--- src/rtl/step_sequencer_161.sv ---
// step_sequencer_161: micro-step counter with extension flag and terminal count.
// Define SEQ_PARALLEL_LOAD_EN to add load_value, loaded on step clear.
module step_sequencer_161 #(
  parameter int WIDTH = 4
) (
  input  logic             clk,
  input  logic             rst,
  input  logic             step_resetn,
  input  logic             step_extn,
  input  logic             ctrlen,
`ifdef SEQ_PARALLEL_LOAD_EN
  input  logic [WIDTH-1:0] load_value,
`endif
  output logic [WIDTH-1:0] step,
  output logic             ext,
  output logic             tc
);
  logic             cnt_en;
  logic [WIDTH-1:0] clear_value;
`ifdef SEQ_PARALLEL_LOAD_EN
  assign clear_value = load_value;
`else
  assign clear_value = '0;
`endif
  assign cnt_en = step_extn & ~ctrlen;
  assign tc     = ~ctrlen & (&step);
  always_ff @(posedge clk or posedge rst)
    if (rst) begin
      step <= '0;
      ext  <= 1'b0;
    end else begin
      step <= !step_resetn ? clear_value : cnt_en ? step + 1'b1 : step;
      ext  <= step_resetn & (~step_extn | ext);
    end
endmodule

--- config.mk ---
export PLATFORM = sky130hd
export DESIGN_NAME = step_sequencer_161
export DESIGN_NICKNAME = d
export VERILOG_FILES = /design/src/rtl/step_sequencer_161.sv
export SDC_FILE = /design/constraint.sdc
export NUM_CORES = 1
export LEC_CHECK = 0
export CAP_MARGIN = 20
export CELL_PAD_IN_SITES_DETAIL_PLACEMENT = 1
export CELL_PAD_IN_SITES_GLOBAL_PLACEMENT = 1
export CORE_AREA = 3 3 40 42
export DETAILED_ROUTE_END_ITERATION = 8
export DIE_AREA = 0 0 43 45
export GPL_ROUTABILITY_DRIVEN = 0
export PLACE_DENSITY_LB_ADDON = 0.1
export SYNTH_ARGS = -nofsm -noshare
export SYNTH_HDL_FRONTEND = slang
export SYNTH_SLANG_ARGS = --single-unit
--- constraint.sdc ---
create_clock -name clk -period 1.1 [get_ports clk]
set_input_delay 0.165 -clock clk [delete_from_list [all_inputs] [get_ports clk]]
set_output_delay 0.165 -clock clk [all_outputs]
set_load 0.01 [all_outputs]
==> results of run 1 <==
## cells in the final DEF, fill, tap and decap left out
cell and count:
a21boi_0 1, clkdlybuf4s15_1 1, buf_4 6, xor2_1 1, nand2_1 1, xnor2_1 1, buf_2 2, nand4_1 1
ha_2 1, or2b_2 1, mux2i_1 2, and2_1 2, dfrtp_1 5, clkdlybuf4s50_1 4, nor2b_1 1, inv_1 2
and4b_1 1, clkbuf_1 1, nor2b_4 1, clkbuf_4 3, buf_6 3, nand3b_1 1
## logic make-up (layout without fill, tap and decap cells)
group	after synthesis	after routing
muxes	2	2
DFF	5	5
AOI/OAI and AO/OA	1	1
adders and majority gates	1	1
xor gates and xnor gates	2	2
buffers and inverters	2	22
and+or+nand+nor	9	9
## Yosys cell counts
cell type	count	area [um2]
dfrtp_1	5	125.1
and2_1	2	12.51
inv_1	2	7.510
mux2i_1	2	20.02
a21boi_0	1	7.510
and4b_1	1	10.01
ha_1	1	12.51
nand2_1	1	3.750
nand3b_1	1	7.510
nand4_1	1	6.260
nor2b_1	1	6.260
nor2b_4	1	13.76
or2b_2	1	8.760
xnor2_1	1	8.760
xor2_1	1	8.760
## flip-flops by register name, indices dropped and copies added (netlist names)
register and count:
ext 1, step 4
## path summary, 6_finish.rpt
path / to / slack, ns / cells past startpoint
max in group asynchronous: step[1]$_DFFE_PP0P_ / 0.79 / 2
min in group clk: ext$_DFF_PP0_ / 0.53 / 2
max reg2reg: step[2]$_DFFE_PP0P_ / 0.09 / 4
min reg2reg: ext$_DFF_PP0_ / 0.53 / 2
min: ext$_DFF_PP0_ / 0.13 / 2
max: tc / -0.19 / 3
## worst register-to-register path, stage by stage (launching register included)
cell      delay, ns
dfrtp_1        0.35
ha_2           0.19
nand3b_1       0.09
xnor2_1        0.14
and2_1         0.13
## power by group through the flow
stage                     combinational [uW]  clock [uW]  sequential, uW
after floorplan                         22.8           0             204
after global placement                  77.9           0             198
after detailed placement                81.1           0             198
after CTS                               76.2         241             196
after global routing                    89.4         258             196
final                                   80.9         222             196
## metrics by stage
stage | setup WS, ns | hold slack, ns | area [um2] | total power [uW] | setup TNS, ns
2_1_floorplan | 0.04262 | -0.05648 | 259.0 | 226.6 | 0
3_3_place_gp | -0.4158 | 0.3894 | 422.9 | 275.7 | -1.164
3_5_place_dp | -0.4360 | 0.3994 | 422.9 | 279.3 | -1.302
4_1_cts | -0.2100 | 0.1320 | 425.4 | 513.2 | -0.2100
5_1_grt | -0.2451 | 0.1410 | 445.4 | 543.3 | -0.2572
6_report | -0.1910 | 0.1307 | 445.4 | 499.0 | -0.1910
## repair_timing
item	in CTS	in global routing
endpoints found under the hold margin	0	0
setup endpoints to repair	6	6
hold buffers	0	0
gates resized for setup	22	4
pin swaps	1	2
setup buffers	0	2
## metal layers
layer / vias to the layer above / GRT usage
met2: 12 / 0.1467
met5: - / 0
met4: 0 / 0.1084
met1: 110 / 0.1051
met3: 3 / 0.03984
li1: 112 / -
## area by class of cell
class | instances | area share
clock buffer | 4 | 0.05899
inverter | 2 | 0.01685
multi-input combinational | 15 | 0.2893
sequential | 5 | 0.2809
tap | 15 | 0.04213
timing repair buffer | 16 | 0.3118
==> out/results.ini, run 1 <==
[outcome]
status=finished, violations left
violations=setup timing

[timing]
tightest_slew_ns=0.2112
final-setup-viol-count=1
setup_ws_ns=-0.1910
fin_skew_ns=0.003969
relSlewSlack=0.8590
min_period_over_period=1.174
rsz0062_at_grt=yes
finalHoldViolCount=0
max_freq_mhz=774.6
drv_slew=0
min_period_ns=1.291

[clock_tree]
cts_root_buffer=clkbuf_4
clock_path_buffers=2
clock-sinks=5
cts_tree=yes
cts_max_level=1
numCtsBuffers=3
insertion_delay_ns=0.25
path_clk_slew_ns=0.05

[synth]
synth.area.mux_share=0.07729
synth_fa_ha_area_frac=0.04831
synth_compound_area_frac=0.02899
synth_top_family_by_area=simple AND/OR/NAND/NOR gates
syn_inst=22
synth_warnings=0
synth_xor_area_frac=0.06763
synth.avg_cell_area_um2=11.77
seq_area_frac_synth=0.4831
syn-cell-area_um2=259.0
syn_nets=28
yosys.area_share.simple=0.2657
synth_cell_type_count=15
synth-seq-cells=5

[route]
finalWirelength_um=725
vias=237
wl_met3_um=73
drtAntennaViolNets=0
wl_met1_um=299
drt_pre_antenna_iters=1
routed.top_layer=met4
routedWlPerCell_um=12.72
wl_met2_um=322
drtIter0Drc=0
avgViaCountPerCell=4.158
drcViolationCount=0

[placed_design]
port_buffers=10
placedCellCount=53

[setup_path]
path_delay_family=flip-flops
cp.required_ns=0.94
critPathKind=reg -> out
worst_setup_path_end_kind=output port
critPathArrivalTime_ns=1.13
startpoint=step[1]$_DFFE_PP0P_
r2r_start=step[0]$_DFFE_PP0P_
max_stage_delay_ns=0.38
path_cells=ha_2, and4b_1, buf_2
critPathLaunchType=register
slowest_stage=dfrtp_1
crit_path_max_fanout=2
cp.buffers_inverters=1

[die]
core_area_mm2=0.001285
die_w_um=43
start_util=0.2016
die_y_um=45
dieArea_mm2=0.001935
rows=13
num_io_pins=11

[pwr]
p_sw_frac=0.2421
intPower_uw=378.2
peakVddDrop_uv=423.1
p_comb_frac=0.162
switching_power_uw=120.8
seqPwrFrac=0.392
p_leak_uw=0.0002326
power_density_mw_per_mm2=1120
pwr-share-clk=0.446

[layout]
register_area_um2=125.1
layoutNonFillerInstCount=57
diodes=0
final_nets=49
area_growth_pct=71.98
multi_input_area_um2=128.9
fill_cells=149
drive_above_1_share=0.4048
finalCoreUtilization=0.3466

[grt]
gr-total-overflow=0
grt_first_pass_wirelength_mm=1.297
grt_max_degree=6
grt_pass1_vias=271
grt_usage=0.1004
antenna_found_initial=0

[min_path]
holdCritPathClass=in -> async

[job]
maxCapViolCount=0

Note: power is estimated with default switching activity, not from simulation.
==> run 2: changes to the inputs <==
CELL_PAD_IN_SITES_GLOBAL_PLACEMENT = 2   (was 1)
==> run 2 against run 1 <==
Net effect:
- the run still ends with setup timing left
- core utilization grew 0.19 points
- fmax grew 0.54%
- register-to-register slack is essentially flat
==> out/results.ini, run 2 (same netlist as run 1, synthesis figures left out) <==
[timing]
min_period_ns=1.284  ; -0.006955 ns
rsz0062_at_grt=yes
relSlewSlack=0.8637  ; +0.004705
tightest_slew_ns=0.2042  ; -0.007050 ns
min_period_over_period=1.167  ; -0.006323
fin_skew_ns=0.01236  ; +0.008390 ns
setup_ws_ns=-0.1840  ; +0.006955 ns
finalHoldViolCount=0  ; unchanged
drv_slew=0  ; unchanged
final-setup-viol-count=2  ; +1
setup_tns_ns=-0.2610  ; -0.07000 ns
max_freq_mhz=778.8  ; +0.54%

[setup_path]
path_cells=ha_2, and4b_1, buf_2
crit_path_max_fanout=2  ; unchanged
critPathArrivalTime_ns=1.12  ; about the same
slowest_stage=dfrtp_1
critPathLaunchType=register
cp.required_ns=0.94  ; about the same
worst_setup_path_end_kind=output port
max_stage_delay_ns=0.38  ; about the same
critPathKind=reg -> out

[grt]
grt_usage=0.08507  ; -0.01535
grt_pass1_vias=267  ; -1.5%
grt_first_pass_wirelength_mm=1.110  ; -14%
gr-total-overflow=0  ; unchanged
grt_max_degree=6  ; unchanged
antenna_found_initial=0  ; unchanged

[die]
die_y_um=45  ; unchanged
start_util=0.2016  ; unchanged
rows=13  ; unchanged
num_io_pins=11  ; unchanged
die_w_um=43  ; unchanged
core_area_mm2=0.001285  ; unchanged
dieArea_mm2=0.001935  ; unchanged

[layout]
final_common_cell=buf_4
layout_common_cells=buf_4 (7), dfrtp_1 (5), clkdlybuf4s50_1 (4)
final_nets=50  ; +2.0%
fin_area_um2=447.9  ; +0.56%
diodes=0  ; unchanged
multi_input_area_um2=128.9  ; unchanged
top_register=step
largest_reg_flops=4  ; unchanged
area_growth_pct=72.95
fill_cells=150  ; +0.67%
drive_above_1_share=0.4419  ; +0.03710
finalCoreUtilization=0.3486  ; +0.001947
register_area_um2=125.1  ; unchanged
reg.largest.list=step x4, ext x1

[clock_tree]
cts_tree=yes
numCtsBuffers=3  ; unchanged
insertion_delay_ns=0.25  ; about the same
cts_root_buffer=clkbuf_4
clock_path_buffers=2  ; unchanged
path_clk_slew_ns=0.06  ; about the same
cts_max_level=1  ; unchanged
clock-sinks=5  ; unchanged
cts-hold-fix-buffers=0  ; unchanged

[pwr]
p_comb_frac=0.153  ; -0.009
seqPwrFrac=0.394  ; +0.002
finalPower_uw=495.7  ; -0.66%
p_sw_frac=0.2529  ; +0.01084
p_leak_uw=0.0002400  ; +3.2%
power_density_mw_per_mm2=1107  ; -1.2%
switching_power_uw=125.4  ; +3.8%
pwr-share-clk=0.453  ; +0.007
intPower_uw=370.3  ; -2.1%
peakVddDrop_uv=370.3  ; -12%

[outcome]
status=finished, violations left
violations=setup timing

[route]
drtAntennaViolNets=0  ; unchanged
routedWlPerCell_um=11.05  ; -13%
vias=241  ; +1.7%
finalWirelength_um=641  ; -12%
drtIter0Drc=0  ; unchanged
drcViolationCount=0  ; unchanged
avgViaCountPerCell=4.155  ; about the same
drt_pre_antenna_iters=1  ; unchanged

[min_path]
holdCritPathClass=in -> async

[job]
maxCapViolCount=0  ; unchanged

[placed_design]
dpl_cell_area_um2=422.9  ; unchanged
hpwl_um=524.7
port_buffers=10  ; unchanged

[run 2: changes by cell type in the layout (fill, tap and decap cells not counted), sizes merged]
cell	delta
clkbuf	-1
buf	+1
clkinv	+1
[run 2: timing repair]
item | 4_1_cts | 5_1_grt
setup buffers | 0 | 1
pin swaps | 1 | 0
gates resized for setup | 22 | 3
endpoints found under the setup margin | 6 | 6
[run 2: metal layers]
metal	track usage	share of wire	vias to the layer above
met5	0	0	-
met4	0.09036	0.045	0
met3	0.03984	0.11	5
met2	0.1228	0.43	11
met1	0.08717	0.42	111
li1	-	-	114
[run 2: layout make-up]
class                   instances  share of cell area
flip-flops and latches          5              0.2793
multi-input cells              15              0.2877
inverters                       2             0.01676
clock inverters                 1             0.01117
clock buffers                   3             0.05028
well taps                      15             0.04190
repair buffers                 17              0.3128
[run 2: worst max-delay path, delay by kind of cell (launching register included)]
family	cells	cell delay (ns)
buf+inv	1	0.13
fa+ha+maj	1	0.19
flops	1	0.38
simple gates	1	0.16
[run 2: power groups by stage]
stage | clock network [uW] | registers [uW] | logic (uW)
2_1_floorplan | 0 | 204 | 22.8
3_3_place_gp | 0 | 198 | 78.6
3_5_place_dp | 0 | 199 | 79.1
4_1_cts | 228 | 195 | 73.6
5_1_grt | 251 | 196 | 85.3
6_report | 225 | 195 | 76.0
[run 2: worst paths after layout]
kind | startpoint | end | slack (ns) | cells after the start
setup / recovery | step[1]$_DFFE_PP0P_ | tc | -0.18 | 3
hold / removal | rst | step[0]$_DFFE_PP0P_ | 0.11 | 2
setup reg to reg | step[0]$_DFFE_PP0P_ | step[2]$_DFFE_PP0P_ | 0.09 | 4
hold reg to reg | ext$_DFF_PP0_ | ext$_DFF_PP0_ | 0.53 | 2
max in group asynchronous | rst | step[3]$_DFFE_PP0P_ | 0.80 | 2
min in group clk | ext$_DFF_PP0_ | ext$_DFF_PP0_ | 0.53 | 2
[run 2: per-stage QoR]
stage	setup slack (ns)	hold slack, ns	instances
5_1_grt	-0.2461	0.1412	58
3_3_place_gp	-0.4142	0.3936	53
4_1_cts	-0.2018	0.1228	57
6_report	-0.1840	0.1096	58
3_5_place_dp	-0.4225	0.4010	53
2_1_floorplan	0.04262	-0.05648	22
==> run 3: changes to the inputs <==
SETUP_SLACK_MARGIN = 0.05   (was default)
==> run 3 against run 2 <==
Net effect:
- the flow still finishes with violations (setup timing)
- core utilization up 0.49 points
- register-to-register slack about the same
- highest routed layer is now met3
- fmax down 0.68%
- cell count down 1.7%
==> out/results.ini, run 3 (same netlist as run 1, synthesis figures left out) <==
[pwr]
p_leak_uw=0.0002440  ; +1.7%
peakVddDrop_uv=494.0  ; +33%
power_density_mw_per_mm2=1060  ; -4.2%

[clock_tree]
insertion_delay_ns=0.24  ; about the same
cts_max_level=1  ; unchanged
cts_tree=yes
clock-sinks=5  ; unchanged
cts_root_buffer=clkbuf_4
numCtsBuffers=3  ; unchanged
clock_path_buffers=2  ; unchanged
path_clk_slew_ns=0.04  ; -0.02 ns

[route]
vias=236  ; -2.1%
finalWirelength_um=673  ; +5.0%
drcViolationCount=0  ; unchanged
drtIter0Drc=0  ; unchanged
drt_pre_antenna_iters=1  ; unchanged
drtAntennaViolNets=0  ; unchanged
avgViaCountPerCell=4.140  ; -0.36%
routedWlPerCell_um=11.81  ; +6.8%

[setup_path]
startpoint=step[1]$_DFFE_PP0P_
crit_path_max_fanout=2  ; unchanged
cp.buffers_inverters=1  ; unchanged
slowest_stage=dfrtp_1
max_stage_delay_ns=0.38  ; about the same
worst_setup_path_end_kind=output port
critPathLaunchType=register
cp.required_ns=0.94  ; about the same
r2r_start=step[1]$_DFFE_PP0P_
critPathArrivalTime_ns=1.13  ; about the same
path_cells=ha_2, and4b_1, buf_2
critPathKind=reg -> out
path_delay_family=flip-flops

[grt]
grt_max_degree=6  ; unchanged
grtUsageMet1=0.1002  ; +0.01308
met3_usage=0.03984  ; unchanged
grt_pass1_vias=253  ; -5.2%
grt_first_pass_wirelength_mm=1.138  ; +2.5%
grt_usage=0.08452  ; -0.0005521
gr-total-overflow=0  ; unchanged
top_usage_layer=met2
antenna_found_initial=0  ; unchanged
grt_util_met2=0.1228  ; unchanged

[layout]
drive_above_1_share=0.4048  ; -0.03710
diodes=0  ; unchanged
final_nets=49  ; -2.0%
top_register=step
layout_common_cells=dfrtp_1 (5), buf_6 (5), buf_4 (4)
reg.largest.list=step x4, ext x1
largest_reg_flops=4  ; unchanged
fin_area_um2=454.2  ; +1.4%
area_growth_pct=75.36
register_area_um2=125.1  ; unchanged
fill_cells=147  ; -2.0%
multi_input_area_um2=128.9  ; unchanged

[die]
core_area_mm2=0.001285  ; unchanged
start_util=0.2016  ; unchanged
die_y_um=45  ; unchanged
die_w_um=43  ; unchanged
rows=13  ; unchanged
dieArea_mm2=0.001935  ; unchanged
num_io_pins=11  ; unchanged

[timing]
max_freq_mhz=773.5  ; -0.68%
finalHoldViolCount=0  ; unchanged
drv_slew=0  ; unchanged
setup_ws_ns=-0.1927  ; -0.008736 ns
relSlewSlack=0.8564  ; -0.007295
tightest_slew_ns=0.2151  ; +0.01093 ns
worst_hold_slack_ns=0.1391  ; +0.02945 ns
fin_skew_ns=0.002434  ; -0.009925 ns
final-setup-viol-count=1  ; -1
rsz0062_at_grt=yes
min_period_ns=1.293  ; +0.008736 ns
min_period_over_period=1.175  ; +0.007942

[outcome]
status=finished, violations left
violations=setup timing

[placed_design]
hpwl_um=517.7  ; -1.3%
dpl_cell_area_um2=422.9  ; unchanged
post-place-ws_ns=-0.4268  ; -0.004297 ns
port_buffers=10  ; unchanged

[min_path]
holdCritPathClass=in -> async

[job]
maxCapViolCount=0  ; unchanged

-- run 3: routing by layer --
metal / up-vias / part of all wire
met1: 112 / 0.45
li1: 114 / -
met3: 0 / 0.083
met5: - / 0
met4: 0 / 0
met2: 10 / 0.47
-- run 3: worst register-to-register path, delay by kind of cell, from the launching register on --
family / cells / cell delay [ns]
XOR/XNOR: 1 / 0.13
AND/OR/NAND/NOR: 2 / 0.22
adder cells (fa/ha/maj): 1 / 0.19
flip-flops: 1 / 0.36
-- run 3: power by group --
part / switching, uW / leakage, uW / internal [uW]
sequential: 4.28 / 0.0000675 / 192
combinational: 29.9 / 0.000161 / 43.4
clock: 75.0 / 0.0000150 / 137
total: 109 / 0.000244 / 372
-- run 3: what timing repair did --
item	CTS	global route
endpoints found under the setup margin	7	7
hold buffers	0	0
pin swaps	1	3
resized for setup	28	2
buffers inserted	0	1
-- run 3: layout make-up --
type	instances	share of cell area
inverters	2	0.01653
well taps	15	0.04132
clock buffers	4	0.05785
repair buffers	16	0.3251
multi-input cells	15	0.2837
flip-flops and latches	5	0.2755
-- run 3: path summary, 6_finish.rpt --
check | endpoint | slack, ns | cells after the start
max in group asynchronous | step[3]$_DFFE_PP0P_ | 0.78 | 2
hold reg to reg | ext$_DFF_PP0_ | 0.53 | 2
setup / recovery | tc | -0.19 | 3
min in group clk | ext$_DFF_PP0_ | 0.18 | 2
setup reg to reg | step[2]$_DFFE_PP0P_ | 0.08 | 4
hold / removal | ext$_DFF_PP0_ | 0.14 | 2
-- run 3: stage by stage --
stage	TNS [ns]	utilization	cells	power, uW
floorplan	0	-	22	226.6
global placement	-1.157	0.3291	53	275.6
detailed placement	-1.245	0.3291	53	277.9
CTS	-0.2012	0.3486	57	495.6
global route	-0.2373	0.3535	57	510.0
finish	-0.1927	0.3535	57	481.5
